**src/rtl/epwm_pkg.sv**
```systemverilog
// Shared definitions for the ePWM time-base/compare slice: state encoding,
// count-mode constants and default widths.
package epwm_pkg;

  localparam int N_DEF   = 8;
  localparam int DBW_DEF = 4;

  localparam logic MODE_UP     = 1'b0;
  localparam logic MODE_UPDOWN = 1'b1;

  typedef enum logic [1:0] {
    IDLE = 2'd0,
    UP   = 2'd1,
    DOWN = 2'd2
  } state_t;

endpackage

```
**src/rtl/epwm_deadband.sv**
```systemverilog
// Rising-edge delay: the output follows a falling input at once, but only
// rises after the input has been high for `delay` clk cycles.
module epwm_deadband
  import epwm_pkg::*;
#(
  parameter int DBW = DBW_DEF
) (
  input  logic           clk,
  input  logic           reset,
  input  logic           raw,
  input  logic [DBW-1:0] delay,
  output logic           out
);

  logic [DBW-1:0] run_cnt;

  // run_cnt is 0 on the first high cycle, saturating so long delays still assert
  always_ff @(posedge clk or posedge reset) begin
    if (reset) begin
      run_cnt <= '0;
    end else if (!raw) begin
      run_cnt <= '0;
    end else if (run_cnt != '1) begin
      run_cnt <= run_cnt + DBW'(1);
    end
  end

  assign out = raw && (run_cnt >= delay);

endmodule

```
**src/rtl/epwm_timebase_cmp.sv**
```systemverilog
// ePWM time-base counter (up / up-down) with shadowed period and compare values,
// registered PWM A/B and zero/period events. Optional macro: EPWM_DEADBAND_EN.
module epwm_timebase_cmp
  import epwm_pkg::*;
#(
  parameter int N   = N_DEF,
  parameter int DBW = DBW_DEF
) (
  input  logic           clk,
  input  logic           reset,
  input  logic           tick,
  input  logic           enable,
  input  logic           cfg_wr,
  input  logic           mode,
  input  logic [N-1:0]   period,
  input  logic [N-1:0]   cmp_a,
  input  logic [N-1:0]   cmp_b,
  input  logic [DBW-1:0] db_cycles,
  output logic [N-1:0]   cnt,
  output logic           pwm_a,
  output logic           pwm_b,
  output logic           zero_evt,
  output logic           period_evt,
  output logic           cfg_pending
);

  state_t       state, state_nxt;
  logic [N-1:0] cnt_nxt;
  logic         mode_sh, mode_act;
  logic [N-1:0] period_sh, period_act;
  logic [N-1:0] cmp_a_sh, cmp_a_act, cmp_b_sh, cmp_b_act;
  logic [N-1:0] cmp_a_use, cmp_b_use;
  logic         load_zero, xfer;
  logic         raw_a, raw_b, raw_a_nxt, raw_b_nxt;

  // Next count and direction, evaluated with the currently active period/mode
  always_comb begin
    cnt_nxt   = cnt;
    state_nxt = state;
    unique case (state)
      UP: begin
        if (cnt >= period_act) begin
          cnt_nxt = '0;
        end else begin
          cnt_nxt = cnt + N'(1);
          if (mode_act == MODE_UPDOWN && cnt_nxt == period_act) state_nxt = DOWN;
        end
      end
      DOWN: begin
        if (cnt <= N'(1)) begin
          cnt_nxt   = '0;
          state_nxt = UP;
        end else begin
          cnt_nxt = cnt - N'(1);
        end
      end
      default: ;
    endcase
  end

  assign load_zero = (cnt_nxt == '0);
  assign xfer      = cfg_pending && ((state == IDLE) || (enable && tick && load_zero));

  // A transfer on this tick already governs the compare of the count it loads
  assign cmp_a_use = xfer ? cmp_a_sh : cmp_a_act;
  assign cmp_b_use = xfer ? cmp_b_sh : cmp_b_act;
  assign raw_a_nxt = (cnt_nxt < cmp_a_use);
`ifdef EPWM_DEADBAND_EN
  assign raw_b_nxt = !raw_a_nxt;
`else
  assign raw_b_nxt = (cnt_nxt < cmp_b_use);
`endif

  always_ff @(posedge clk or posedge reset) begin
    if (reset) begin
      state       <= IDLE;
      cnt         <= '0;
      raw_a       <= 1'b0;
      raw_b       <= 1'b0;
      zero_evt    <= 1'b0;
      period_evt  <= 1'b0;
      cfg_pending <= 1'b0;
      mode_sh     <= MODE_UP;
      period_sh   <= '0;
      cmp_a_sh    <= '0;
      cmp_b_sh    <= '0;
      mode_act    <= MODE_UP;
      period_act  <= '0;
      cmp_a_act   <= '0;
      cmp_b_act   <= '0;
    end else begin
      if (cfg_wr) begin
        mode_sh   <= mode;
        period_sh <= period;
        cmp_a_sh  <= cmp_a;
        cmp_b_sh  <= cmp_b;
      end
      // A write landing on a transfer cycle stays pending for the next one
      if (cfg_wr) begin
        cfg_pending <= 1'b1;
      end else if (xfer) begin
        cfg_pending <= 1'b0;
      end
      if (xfer) begin
        mode_act   <= mode_sh;
        period_act <= period_sh;
        cmp_a_act  <= cmp_a_sh;
        cmp_b_act  <= cmp_b_sh;
      end

      zero_evt   <= 1'b0;
      period_evt <= 1'b0;
      if (!enable) begin
        state <= IDLE;
        cnt   <= '0;
        raw_a <= 1'b0;
        raw_b <= 1'b0;
      end else if (state == IDLE) begin
        state <= UP;
      end else if (tick) begin
        state      <= state_nxt;
        cnt        <= cnt_nxt;
        raw_a      <= raw_a_nxt;
        raw_b      <= raw_b_nxt;
        zero_evt   <= load_zero;
        period_evt <= !load_zero && (cnt_nxt == period_act);
      end
    end
  end

`ifdef EPWM_DEADBAND_EN
  logic [DBW-1:0] db_sh, db_act;
  logic           unused_cmp_b;

  always_ff @(posedge clk or posedge reset) begin
    if (reset) begin
      db_sh  <= '0;
      db_act <= '0;
    end else begin
      if (cfg_wr) db_sh <= db_cycles;
      if (xfer) db_act <= db_sh;
    end
  end

  epwm_deadband #(.DBW(DBW)) u_db_a (
    .clk   (clk),
    .reset (reset),
    .raw   (raw_a),
    .delay (db_act),
    .out   (pwm_a)
  );

  epwm_deadband #(.DBW(DBW)) u_db_b (
    .clk   (clk),
    .reset (reset),
    .raw   (raw_b),
    .delay (db_act),
    .out   (pwm_b)
  );

  assign unused_cmp_b = ^cmp_b_use;
`else
  logic unused_db;

  assign pwm_a     = raw_a;
  assign pwm_b     = raw_b;
  assign unused_db = ^db_cycles;
`endif

endmodule

```
**config.mk**
```make
export PLATFORM = sky130hd
export DESIGN_NAME = epwm_timebase_cmp
export DESIGN_NICKNAME = d
export VERILOG_FILES = /design/src/rtl/epwm_pkg.sv /design/src/rtl/epwm_deadband.sv /design/src/rtl/epwm_timebase_cmp.sv
export SDC_FILE = /design/constraint.sdc
export NUM_CORES = 1
export LEC_CHECK = 0
export CAP_MARGIN = 5
export CORE_ASPECT_RATIO = 0.6
export CORE_MARGIN = 1.5
export CORE_UTILIZATION = 48
export DETAILED_ROUTE_END_ITERATION = 7
export GPL_TIMING_DRIVEN = 1
export PLACE_DENSITY = 0.7
export RECOVER_POWER = 25
export SLEW_MARGIN = 10
export SYNTH_ARGS = -nofsm -noshare
export SYNTH_HDL_FRONTEND = slang
export SYNTH_SLANG_ARGS = --single-unit
```
**constraint.sdc**
```tcl
create_clock -name clk -period 10.7 [get_ports clk]
set_input_delay 1.07 -clock clk [delete_from_list [all_inputs] [get_ports clk]]
set_output_delay 1.07 -clock clk [all_outputs]
set_load 0.05 [all_outputs]
```
==> results of run 1 <==
-- layout by cell type (no fill, tap or decap), types with 2 or more instances in the layout --
cell type	instances
sky130_fd_sc_hd__dfrtp_1	65
sky130_fd_sc_hd__clkdlybuf4s50_1	41
sky130_fd_sc_hd__inv_1	37
sky130_fd_sc_hd__nand2_1	32
sky130_fd_sc_hd__mux2_2	29
sky130_fd_sc_hd__ha_1	28
sky130_fd_sc_hd__o21ai_0	18
sky130_fd_sc_hd__xnor2_1	16
sky130_fd_sc_hd__mux2i_1	16
sky130_fd_sc_hd__a21oi_1	15
sky130_fd_sc_hd__nor2_1	12
sky130_fd_sc_hd__clkbuf_16	9
sky130_fd_sc_hd__nand3_1	8
sky130_fd_sc_hd__nand4_1	7
sky130_fd_sc_hd__a21o_1	6
sky130_fd_sc_hd__a211oi_1	6
sky130_fd_sc_hd__o211a_1	5
sky130_fd_sc_hd__nand2b_1	4
sky130_fd_sc_hd__nor2b_1	4
sky130_fd_sc_hd__o211ai_1	4
sky130_fd_sc_hd__nor4b_1	4
sky130_fd_sc_hd__nor3_1	4
sky130_fd_sc_hd__xor2_1	4
sky130_fd_sc_hd__o2111ai_1	3
sky130_fd_sc_hd__and3_1	3
sky130_fd_sc_hd__inv_2	3
sky130_fd_sc_hd__buf_4	3
sky130_fd_sc_hd__o41ai_1	2
sky130_fd_sc_hd__or3_1	2
sky130_fd_sc_hd__o31ai_1	2
sky130_fd_sc_hd__a31oi_1	2
sky130_fd_sc_hd__clkinvlp_4	2
sky130_fd_sc_hd__clkinv_4	2
-- synthesized netlist by cell type, drive strengths merged, types with 7 or more instances --
library cell | count | share of area
mux2 | 30 | 0.088
nor2 | 12 | 0.012
xnor2 | 16 | 0.037
nand2 | 32 | 0.031
clkbuf | 8 | 0.0079
nand4 | 7 | 0.011
inv | 41 | 0.040
mux2i | 16 | 0.042
a21oi | 15 | 0.020
ha | 28 | 0.092
dfrtp | 65 | 0.43
o21ai | 19 | 0.025
nand3 | 8 | 0.010
-- final cells by class --
| cell class | count | area, µm² |
|---|---|---|
| clock buffers | 10 | 239 |
| clock inverters | 6 | 67.6 |
| fillers | 638 | 2840 |
| inverters | 41 | 154 |
| multi-input cells | 254 | 1980 |
| flip-flops and latches | 65 | 1630 |
| well taps | 104 | 130 |
| repair buffers | 46 | 447 |
-- path summary, 6_finish.rpt --
check / from / to / slack [ps] / cells after the start
max: state[0] / pwm_b / 5080 / 18
min: period_sh[7] / period_act[7] / 480 / 2
max reg2reg: state[0] / pwm_b / 5080 / 18
min reg2reg: period_sh[7] / period_act[7] / 480 / 2
max in group asynchronous: reset / cmp_b_sh[0] / 6160 / 3
min in group asynchronous: reset / cmp_a_sh[4] / 2550 / 3
-- registers in the layout (all words and copies together) (netlist names) --
name         cells
cfg_pending      1
cmp_a_act        8
cmp_a_sh         8
cmp_b_act        8
cmp_b_sh         8
cnt              8
mode_act         1
mode_sh          1
period_act       8
period_evt       1
period_sh        8
pwm_a            1
pwm_b            1
state            2
zero_evt         1
-- stage by stage --
stage               cells  hold slack (ps)
finish                526              478
global route          526              515
CTS                   526              478
detailed placement    510              463
global placement      510              461
floorplan             373              446
-- where the power goes --
group / total [mW] / internal, mW / switching, mW / leakage (nW)
sequential: 0.383 / 0.321 / 0.0623 / 0.789
combinational: 0.685 / 0.273 / 0.413 / 1.26
clock: 0.297 / 0.187 / 0.110 / 0.145
total: 1.37 / 0.780 / 0.585 / 2.19
-- cells by family (layout without fill, tap and decap cells) --
logic type / after synthesis / count (layout) / synth area share
fa+ha+maj: 28 / 28 / 0.0917
buf+inv: 54 / 103 / 0.0573
mux: 46 / 46 / 0.130
xor+xnor: 20 / 20 / 0.0458
flops: 65 / 65 / 0.426
compound gates: 73 / 73 / 0.133
simple gates: 87 / 87 / 0.116
-- worst min-delay path, delay by kind of cell (launching register included) --
| kind | cells | cell delay, ps |
|---|---|---|
| AOI/OAI and AO/OA | 1 | 60 |
| DFF | 1 | 340 |
| and+or+nand+nor | 1 | 50 |
-- per-layer routing --
layer  up-vias  routed length, µm  share of wire  global-route usage
li1       1412                  -              -                   -
met1      1419               4340           0.48               0.341
met2       100               3710           0.41               0.333
met3        10                826          0.092              0.0637
met4         0                 89         0.0099              0.0623
met5         -                  0              0                   0
==> results.md, run 1 <==
Synth:
- The sequential cell area fraction in the yosys report is 0.426.
- The Yosys step of the flow raised 0 warnings.
- The netlist uses 50 different library cells.
- Counting flops with an async set or reset pin after synthesis yields a share of 1.00.
- Synthesis handed over a netlist of roughly 370 instances.
- The number of nets in the synthesized netlist is between 400 and 500.
- The mean cell area of the mapped netlist is 10.2 µm².
- Counting flops and latches in the post-synthesis netlist gives 65.
- The synthesized design contains 0 enable-type register cells.
- The cell area after synthesis is 3820 µm².
- The main flop type after synthesis is sky130_fd_sc_hd__dfrtp_1.

Detailed routing:
- The detailed-router iteration count before antenna repair is 4.
- The detailed-route wire length per cell is roughly 17 µm.
- The detailed-route vias per instance is about 5.6.
- The count of vias placed by the detailed router is approximately 2.9k.
- The count of nets left with antenna violations after detail routing is 0.
- The post-detailed-route DRC marker count is 0.
- The total wirelength of the detailed-routed design is about 9 mm.
- The starting DRC count in detailed routing is approximately 300.

CTS:
- No sink is reached through more buffers than the 2 on the longest clock path.
- The clock slew seen by the registers of the worst setup and hold paths is ~60 ps.
- The TritonCTS clock tree is built.
- The clock drives 65 sinks.
- The tree is rooted in a sky130_fd_sc_hd__clkbuf_16.
- The clock latency on the worst-skew pair is approximately 340 ps.
- The number of instances resized during post-cts repair is 0.
- The buffer count from post-CTS setup fixing is 0.
- For this design, the CTS-stage hold fixing added 0 buffers.
- CTS built an H-tree with a depth of 3.
- The number of clock buffers added by TritonCTS is 9.

STA:
- The final period demand of the worst path is 5620 ps.
- The final-report hold violation count is 0.
- The tightest slew margin relative to the limit is -1.37.
- The final setup slack of the worst path is 5080 ps.
- The final setup violation count is 0.
- Setup repair after global routing left no endpoint under its margin.
- The maximum clock frequency is between 150 and 200 MHz.
- Clock skew on the completed layout was measured at around 4.6 ps.
- The final max-slew violation count is 66.
- The aggregate negative setup slack is 0 ps.
- For the pin with the worst max-slew slack, the measured transition is approximately 3600 ps.
- Of the available clock period, the critical path in the final layout requires 0.525.

Power:
- The cell area power density is a little under 300 nW/µm².
- For this design the static power due to leakage is ~2.2 nW.
- The worst-case IR drop observed on VDD is roughly 0.00015 V.
- Total power for the finished layout comes to roughly 1.4 mW.

Worst setup path:
- The cell family contributing the most delay on the critical path is compound AO/OA/AOI/OAI gates.
- The type of element capturing the critical path is a flip-flop.
- The arrival time of data at the critical path endpoint is between 5000 and 6000 ps.
- By startpoint and endpoint, the worst setup path is classified as flip-flop to flip-flop.
- Of all nets on the critical path, the largest fanout is 13.
- The worst setup path is launched from a flip-flop.
- The maximum cell stage delay along the critical path is 850 ps.
- For the worst setup path, the data required time is roughly 11000 ps.
- The critical-path cell with the highest stage delay is sky130_fd_sc_hd__o31ai_4.
- Counting both buffers and inverters, the worst setup path holds a total of 1.
- Walking the worst path, the cells encountered are inv_1 > ha_1 > or4b_2 > o211ai_1 > o31ai_1 > a31oi_1 > nand4_1 > o31ai_4 > mux2i_1 > ha_1 > a21o_1 > a21oi_1 > nor2b_1 > o41ai_1 > nand2_1 > nor4b_1 > mux2i_1 > o21ai_1.

Status:
- The checks that failed: max-capacitance violations, max-slew violations.
- The flow ran to the end, but the final reports show violations.

Flow run:
- The number of maximum-capacitance violations is 1.

Global routing:
- The number of antenna violations at the first check in global routing is 0.
- The largest net degree at the start of global routing is 66.
- The number of global-route vias before repair came to roughly 2.9k.
- The global-route wire length before repair is roughly 15 mm.
- For this run, the total global-route usage over all layers was measured as 0.231.
- The total overflow left after global routing is 0.

Floorplan:
- The placement row count is 24.
- The die height is a little over 70 µm.
- The floorplan step set the die width to ~120 µm.
- The die covers roughly 8500 µm².
- In this run the standard cell core region covers 7480 µm².
- The initial standard-cell utilization of the core is 0.511.
- The count of boundary I/O pins is 47.

Layout:
- Of the cells placed in the final design, the portion with a size suffix greater than 1 is 0.135.
- The net count of the finished layout is roughly 480.
- Summing all non-filler instances in the final layout gives an area of ~4600 µm².
- The number of antenna diodes in the final layout is 0.
- Measured on the finished design, the core utilization comes to 0.621.
- The area growth from synthesis to final layout is 21.4%.

Placement:
- At the end of routability-driven placement, the weighted congestion stood at 0.921.
- The number of buffers inserted by port buffering is 42.
- The total cell area at the placement stage is ~4300 µm².
- Summed over all nets, the half-perimeter wirelength after detailed placement is roughly 6.6 mm.
- At the placement stage, the worst setup path has a slack of around 5200 ps.

Hold path:
- The worst hold path belongs to the class flip-flop to flip-flop.
Note: power is estimated with default switching activity, not from simulation.
==> inputs of run 2 (changes only) <==
clock period = 5.24 ns   (was 10.7 ns; I/O delays follow)
==> run 2 against run 1 <==
Compared with the run above:
- the run still ends with max-capacitance violations, max-slew violations left
- clock-buffer cell count up 1
- clock power up 100%
- register-to-register slack worse by 4500 ps
- utilization up 1.5 points
- largest cell class unchanged
==> results.md, run 2 (synthesis gave the netlist of run 1 again) <==
Floorplan:
- The total die area came to 8530 µm² (unchanged).
- The initial standard-cell utilization of the core is 0.511 (unchanged).
- The count of boundary I/O pins is 47 (unchanged).
- The width of the chip came to 118 µm (unchanged).
- The placement row count is 24 (unchanged).
- The die height is 72.1 µm (unchanged).
- The core area came to 7480 µm² (unchanged).

Layout:
- The antenna diode count came to 0 (unchanged).
- In the layout the commonest cells are sky130_fd_sc_hd__dfrtp_1 (65), sky130_fd_sc_hd__clkdlybuf4s50_1 (41), sky130_fd_sc_hd__inv_1 (37), sky130_fd_sc_hd__nand2_1 (32), sky130_fd_sc_hd__mux2_2 (29).
- The commonest non-fill, non-tap cell in the layout is sky130_fd_sc_hd__dfrtp_1.
- The net count of the finished layout is 492 (+2.7%).
- The share of layout cells above drive strength 1 is 0.161 (+0.0258).
- The count of fill cells added during filler insertion is 606 (-5.0%).
- The final core utilization is 0.635 (+0.0147).
- The area growth from synthesis to final layout is 24.3%.

Power:
- The switching share of total power is 0.422 (-0.00622).
- The combinational cell fraction of total power is 0.534 (+0.032).
- The static leakage is 2.27 nW (+3.5%).
- The reported net switching power is 1.22 mW (+110%).
- The internal power consumption is 1.66 mW (+110%).
- The worst ir drop on vdd is 0.000291 V (+93%).
- The cell area power density is 606 nW/µm² (+110%).
- The sequential group share of total power is 0.257 (-0.024).
- The clock network fraction of total power came to 0.209 (-0.008).

Worst setup path:
- The start of the worst register-to-register path is cnt[1].
- The worst setup path is of the flip-flop to flip-flop kind.
- The worst setup path is captured at a flip-flop.
- For this design, the slowest cell found on the critical path is sky130_fd_sc_hd__or3b_2.
- The maximum fanout encountered on the critical timing path is 8 (-5).
- The worst setup path is launched from a flip-flop.
- The worst-case register-to-register setup slack is 570 ps (-4510 ps).
- The data required time of the critical path was 5490 ps (-5470 ps).
- Following the worst setup path forward leads to its endpoint at pwm_b.
- Walking the worst path, the cells encountered are inv_1 > ha_1 > or3b_2 > a21oi_1 > o21ai_0 > a2111oi_2 > o311ai_1 > o31ai_4 > buf_4 > mux2i_1 > ha_1 > a21oi_1 > nor2b_1 > o41ai_1 > nand2_1 > nor4b_1 > mux2i_1 > o21ai_1.
- The worst-case reg-to-reg path depth is 18 (unchanged).
- The path length in cells of the critical path came to 18 (unchanged).
- The worst register-to-register path ends at pwm_b.
- The buffering stage count on the worst path with inverters included is 2 (+1).
- The maximum cell stage delay along the critical path is 460 ps (-390 ps).
- The gate family responsible for the most delay along the worst path is compound AO/OA/AOI/OAI gates.
- The most critical setup path has its startpoint at cnt[1].
- The arrival time of data at the critical path endpoint is 4920 ps (-960 ps).

CTS:
- The TritonCTS sink count was 65 (unchanged).
- The buffer count from post-CTS setup fixing came to 0 (unchanged).
- The clock latency on the worst-skew pair came to 330 ps (about the same).
- The number of levels in the clock H-tree was 3 (unchanged).
- The clock slew seen by the registers of the worst setup and hold paths came to 50 ps (about the same).
- The number of instances resized during post-cts repair came to 0 (unchanged).
- The maximum count of clock buffers along a single path is 2 (unchanged).
- The number of buffers inserted during clock tree synthesis is 9 (unchanged).
- The clock root buffer master is sky130_fd_sc_hd__clkbuf_16.
- The total of hold buffers inserted after clock tree synthesis is 0 (unchanged).
- TritonCTS built the clock tree.

Status:
- The final reports fail on max-capacitance violations, max-slew violations.
- The run finished, with violations left.

Global routing:
- The global-route wire length before repair was 15.2 mm (+1.6%).
- The largest net degree at the start of global routing was 66 (unchanged).
- The overflow left after global routing is 0 (unchanged).
- The number of global-route vias before repair is 2864 (-0.10%).
- The overall routing resource usage is 0.237 (+0.00605).
- The number of antenna violations at the first check in global routing was 0 (unchanged).

STA:
- The tightest slew margin relative to the limit is -1.28 (+0.0896).
- The final period demand of the worst path came to 4670 ps (-953 ps).
- The final max-slew violation count came to 66 (unchanged).
- The fraction of the cycle the final worst path needs is 0.891 (+0.366).
- The maximum clock frequency was 214 MHz (+20%).
- The actual transition at the worst max-transition pin is 3420 ps (-134 ps).
- The maximum clock skew at final layout is 5.09 ps (+0.533 ps).
- The final setup violation count came to 0 (unchanged).
- Setup repair after global routing left no endpoint under its margin.
- The aggregate negative setup slack is 0 ps (unchanged).
- The final-report hold violation count is 0 (unchanged).

Placement:
- The number of buffers inserted by port buffering came to 42 (unchanged).
- The global placement routability congestion was 0.974 (+5.8%).
- The post-detailed-placement half-perimeter wirelength was 6.92 mm (+4.4%).

Detailed routing:
- The detailed-route vias per instance was 5.63 (+0.61%).
- The count of vias placed by the detailed router is 3032 (+3.1%).
- The detailed-route wire length per cell is 17.2 µm (+0.90%).
- The detailed-router iteration count before antenna repair is 5 (+1).
- The count of nets left with antenna violations after detail routing was 0 (unchanged).
- The starting DRC count in detailed routing came to 215 (-29%).
- The post-detailed-route DRC marker count came to 0 (unchanged).
- The total wirelength of the detailed-routed design was 9.27 mm (+3.4%).

Hold path:
- The worst hold path stage count was 2 (unchanged).
- The worst hold path class is flip-flop to flip-flop.

Flow run:
- The number of maximum-capacitance violations is 1 (unchanged).
run 2: changes by cell type in the layout (fill, tap and decap cells not counted):
cell	previous run	this run
sky130_fd_sc_hd__buf_4	3	15
sky130_fd_sc_hd__buf_12	0	1
sky130_fd_sc_hd__clkinv_4	2	1
sky130_fd_sc_hd__clkinv_2	1	3
sky130_fd_sc_hd__clkinvlp_4	2	0
sky130_fd_sc_hd__clkbuf_8	1	2
run 2: worst min-delay path, delay by kind of cell (launching register included):
kind / cells / cell delay [ps]
AND/OR/NAND/NOR: 1 / 50
flip-flops: 1 / 330
AO/OA/AOI/OAI: 1 / 60
run 2: area by class of cell:
class | count | area (µm²) | area share
clock buffer | 11 | 253 | 0.0532
multi-input combinational | 254 | 1980 | 0.416
tap | 104 | 130 | 0.0274
inverter | 41 | 154 | 0.0324
timing repair buffer | 59 | 557 | 0.117
clock inverter | 5 | 53.8 | 0.0113
sequential | 65 | 1630 | 0.342
run 2: how the worst min path moves through the flow:
stage | endpoint | slack [ps] | from
floorplan | period_act[1] | 450 | period_sh[1]
global placement | period_act[7] | 460 | period_sh[7]
detailed placement | period_act[6] | 470 | period_sh[6]
CTS | period_act[6] | 480 | period_sh[6]
global route | period_act[6] | 500 | period_sh[6]
finish | period_act[6] | 470 | period_sh[6]
run 2: power by group through the flow:
stage / combinational [mW] / sequential [mW] / clock [mW]
2_1_floorplan: 0.970 / 0.843 / 0
3_3_place_gp: 1.46 / 0.745 / 0
3_5_place_dp: 1.51 / 0.749 / 0
4_1_cts: 1.52 / 0.742 / 0.616
5_1_grt: 1.68 / 0.760 / 0.636
6_report: 1.54 / 0.741 / 0.602
run 2: through the flow:
step | cells | area (µm²) | hold slack, ps | total power [mW] | setup WS (ps)
2_1_floorplan | 373 | 3820 | 446 | 1.81 | 494
3_3_place_gp | 523 | 4450 | 459 | 2.20 | 722
3_5_place_dp | 523 | 4450 | 467 | 2.26 | 646
4_1_cts | 539 | 4750 | 480 | 2.88 | 617
5_1_grt | 539 | 4750 | 501 | 3.07 | 199
6_report | 539 | 4750 | 471 | 2.88 | 571
run 2: routing by layer:
| metal | up-vias | GRT usage | routed length, µm |
|---|---|---|---|
| met5 | - | 0 | 0 |
| met4 | 0 | 0.0718 | 99 |
| met3 | 13 | 0.0637 | 792 |
| met2 | 112 | 0.345 | 3900 |
| met1 | 1469 | 0.346 | 4480 |
| li1 | 1438 | - | - |
==> inputs of run 3 (changes only) <==
CORE_UTILIZATION = 55   (was 48)
PLACE_DENSITY = 0.79   (was 0.7)
==> run 3 against run 2 <==
Compared with the run above:
- the flow still finishes with violations (max-capacitance violations, max-slew violations)
- worst hold slack improved by 6.7 ps
- sequential share of layout area rose by 0.58 points
- register-to-register slack worse by 110 ps
- largest power group unchanged
==> results.md, run 3 (synthesis gave the netlist of run 1 again) <==
Placement:
- The number of buffers inserted by port buffering came to 42 (unchanged).
- The post-detailed-placement half-perimeter wirelength is 6.87 mm (-0.72%).
- The total cell area at the placement stage is 4400 µm² (-1.1%).
- The global placement routability congestion was 1.00 (+2.9%).
- The count of placed standard cells including taps is 504 (-3.6%).

STA:
- The fraction of the cycle the final worst path needs is 0.912 (+0.0208).
- The final-report hold violation count is 0 (unchanged).
- The final period demand of the worst path is 4780 ps (+109 ps).
- The final max-slew violation count is 66 (unchanged).
- Setup repair after global routing left no endpoint under its margin.
- The final setup violation count came to 0 (unchanged).
- The maximum clock frequency is 209 MHz (-2.3%).
- The maximum clock skew at final layout came to 6.22 ps (+1.13 ps).
- The actual transition at the worst max-transition pin is 3340 ps (-80.0 ps).
- The aggregate negative setup slack was 0 ps (unchanged).
- The tightest slew margin relative to the limit is -1.23 (+0.0533).

Detailed routing:
- The amount of wire on met3 after detailed routing came to 870 µm (+9.8%).
- The count of vias placed by the detailed router came to 3036 (+0.13%).
- The starting DRC count in detailed routing is 250 (+16%).
- The total wirelength of the detailed-routed design was 9.41 mm (+1.5%).
- The detailed-route wire length per cell is 18.1 µm (+5.4%).
- The detailed-router iteration count before antenna repair is 8 (+3).
- The post-detailed-route DRC marker count is 0 (unchanged).
- The count of nets left with antenna violations after detail routing is 0 (unchanged).
- The detailed router used layers up to and including met4.
- The wire length on met1 is 4.32 mm (-3.4%).
- The met2 wire length came to 4.08 mm (+4.7%).
- The detailed-route vias per instance came to 5.85 (+4.0%).

Worst setup path:
- The arrival time of data at the critical path endpoint was 5040 ps (+120 ps).
- The type of element capturing the critical path is a flip-flop.
- The worst-case reg-to-reg path depth is 16 (-2).
- The critical path launch point type is a flip-flop.
- The maximum fanout encountered on the critical timing path is 10 (+2).
- The data required time of the critical path is 5500 ps (about the same).
- The critical path class is flip-flop to flip-flop.

Flow run:
- The number of maximum-capacitance violations was 2 (+1).

Global routing:
- The number of antenna violations at the first check in global routing is 0 (unchanged).
- The number of global-route vias before repair came to 2960 (+3.4%).
- The overflow left after global routing is 0 (unchanged).
- The largest net degree at the start of global routing came to 66 (unchanged).
- The global-route wire length before repair is 15.1 mm (-0.77%).
- The overall routing resource usage is 0.270 (+0.0333).

Layout:
- Leaving out fill and tap cells, the most frequent cell in the layout is sky130_fd_sc_hd__dfrtp_1.
- The share of layout cells above drive strength 1 is 0.150 (-0.0105).
- The final cell count without fillers is 519 (-3.7%).
- The net count of the finished layout is 490 (-0.41%).
- In the layout the commonest cells are sky130_fd_sc_hd__dfrtp_1 (65), sky130_fd_sc_hd__clkdlybuf4s50_1 (40), sky130_fd_sc_hd__inv_1 (37), sky130_fd_sc_hd__nand2_1 (32).
- The final core utilization is 0.697 (+0.0614).
- The post-layout instance area is 4670 µm² (-1.7%).
- The antenna diode count is 0 (unchanged).
- The count of fill cells added during filler insertion was 558 (-7.9%).
- The area growth from synthesis to final layout is 22.2%.

Floorplan:
- The width of the chip was 111 µm (-6.4%).
- The count of boundary I/O pins is 47 (unchanged).
- The initial standard-cell utilization of the core is 0.570 (+0.0589).
- The total die area is 7480 µm² (-12%).
- The die height is 67.6 µm (-6.3%).
- The core area is 6710 µm² (-10%).
- The placement row count is 23 (-4.2%).

CTS:
- The number of buffers inserted during clock tree synthesis is 9 (unchanged).
- The tree is rooted in a sky130_fd_sc_hd__clkbuf_16.
- The maximum count of clock buffers along a single path is 2 (unchanged).
- The TritonCTS sink count is 65 (unchanged).
- The total of hold buffers inserted after clock tree synthesis is 0 (unchanged).
- TritonCTS built the clock tree.
- The clock slew seen by the registers of the worst setup and hold paths is 50 ps (about the same).
- The clock latency on the worst-skew pair was 340 ps (about the same).
- The number of levels in the clock H-tree came to 3 (unchanged).
- The number of instances resized during post-cts repair is 0 (unchanged).
- The buffer count from post-CTS setup fixing is 0 (unchanged).

Hold path:
- The worst hold path stage count is 2 (unchanged).
- The worst hold path class is flip-flop to flip-flop.

Status:
- The final reports fail on max-capacitance violations, max-slew violations.
- The flow ran to the end, but the final reports show violations.

Power:
- The worst ir drop on vdd is 0.000362 V (+24%).
- The overall power consumption is 2.83 mW (-1.9%).
- The static leakage is 2.24 nW (-1.5%).
- The cell area power density is 605 nW/µm² (-0.22%).
[run 3: path summary, 6_finish.rpt]
kind                         startpoint       endpoint  slack, ps
max in group asynchronous         reset         cnt[4]       1450
hold / removal             period_sh[6]  period_act[6]        480
setup reg to reg                 cnt[2]          pwm_b        460
min in group asynchronous         reset    cmp_a_sh[5]       1920
setup / recovery                 cnt[2]          pwm_b        460
hold reg to reg            period_sh[6]  period_act[6]        480
[run 3: final cells by class]
| cell class | instances | area (µm²) | share of cell area |
|---|---|---|---|
| timing repair buffer | 57 | 523 | 0.112 |
| multi-input combinational | 254 | 1980 | 0.423 |
| inverter | 41 | 154 | 0.0329 |
| clock inverter | 2 | 12.5 | 0.00268 |
| tap | 87 | 109 | 0.0233 |
| clock buffer | 13 | 270 | 0.0578 |
| sequential | 65 | 1630 | 0.348 |
[run 3: report_power, final]
part | switching (mW) | internal (mW) | leakage [nW]
Combinational | 0.904 | 0.603 | 1.31
Clock | 0.210 | 0.355 | 0.138
Sequential | 0.0974 | 0.656 | 0.789
[run 3: layer usage]
layer	vias to the layer above	GRT usage
met5	-	0
met2	138	0.432
met4	0	0.0929
met1	1456	0.363
met3	17	0.0700
li1	1425	-
[run 3: metrics by stage]
stage	hold slack (ps)	setup WS [ps]
global placement	460	633
floorplan	446	494
detailed placement	468	537
finish	478	461
CTS	482	498
global route	508	200
[run 3: critical path, cell delays in order (launching register included)]
cell and delay, ps:
sky130_fd_sc_hd__dfrtp_1 470, sky130_fd_sc_hd__or4_4 600, sky130_fd_sc_hd__o31a_1 360, sky130_fd_sc_hd__a31o_1 280
sky130_fd_sc_hd__a2111oi_2 360, sky130_fd_sc_hd__o311ai_1 260, sky130_fd_sc_hd__o31ai_4 350, sky130_fd_sc_hd__buf_4 260
sky130_fd_sc_hd__mux2i_1 300, sky130_fd_sc_hd__ha_1 290, sky130_fd_sc_hd__a21oi_1 190, sky130_fd_sc_hd__nor2_1 60
sky130_fd_sc_hd__o41ai_1 240, sky130_fd_sc_hd__nand2_1 130, sky130_fd_sc_hd__nor4b_1 330, sky130_fd_sc_hd__mux2i_1 110
sky130_fd_sc_hd__o21ai_1 90
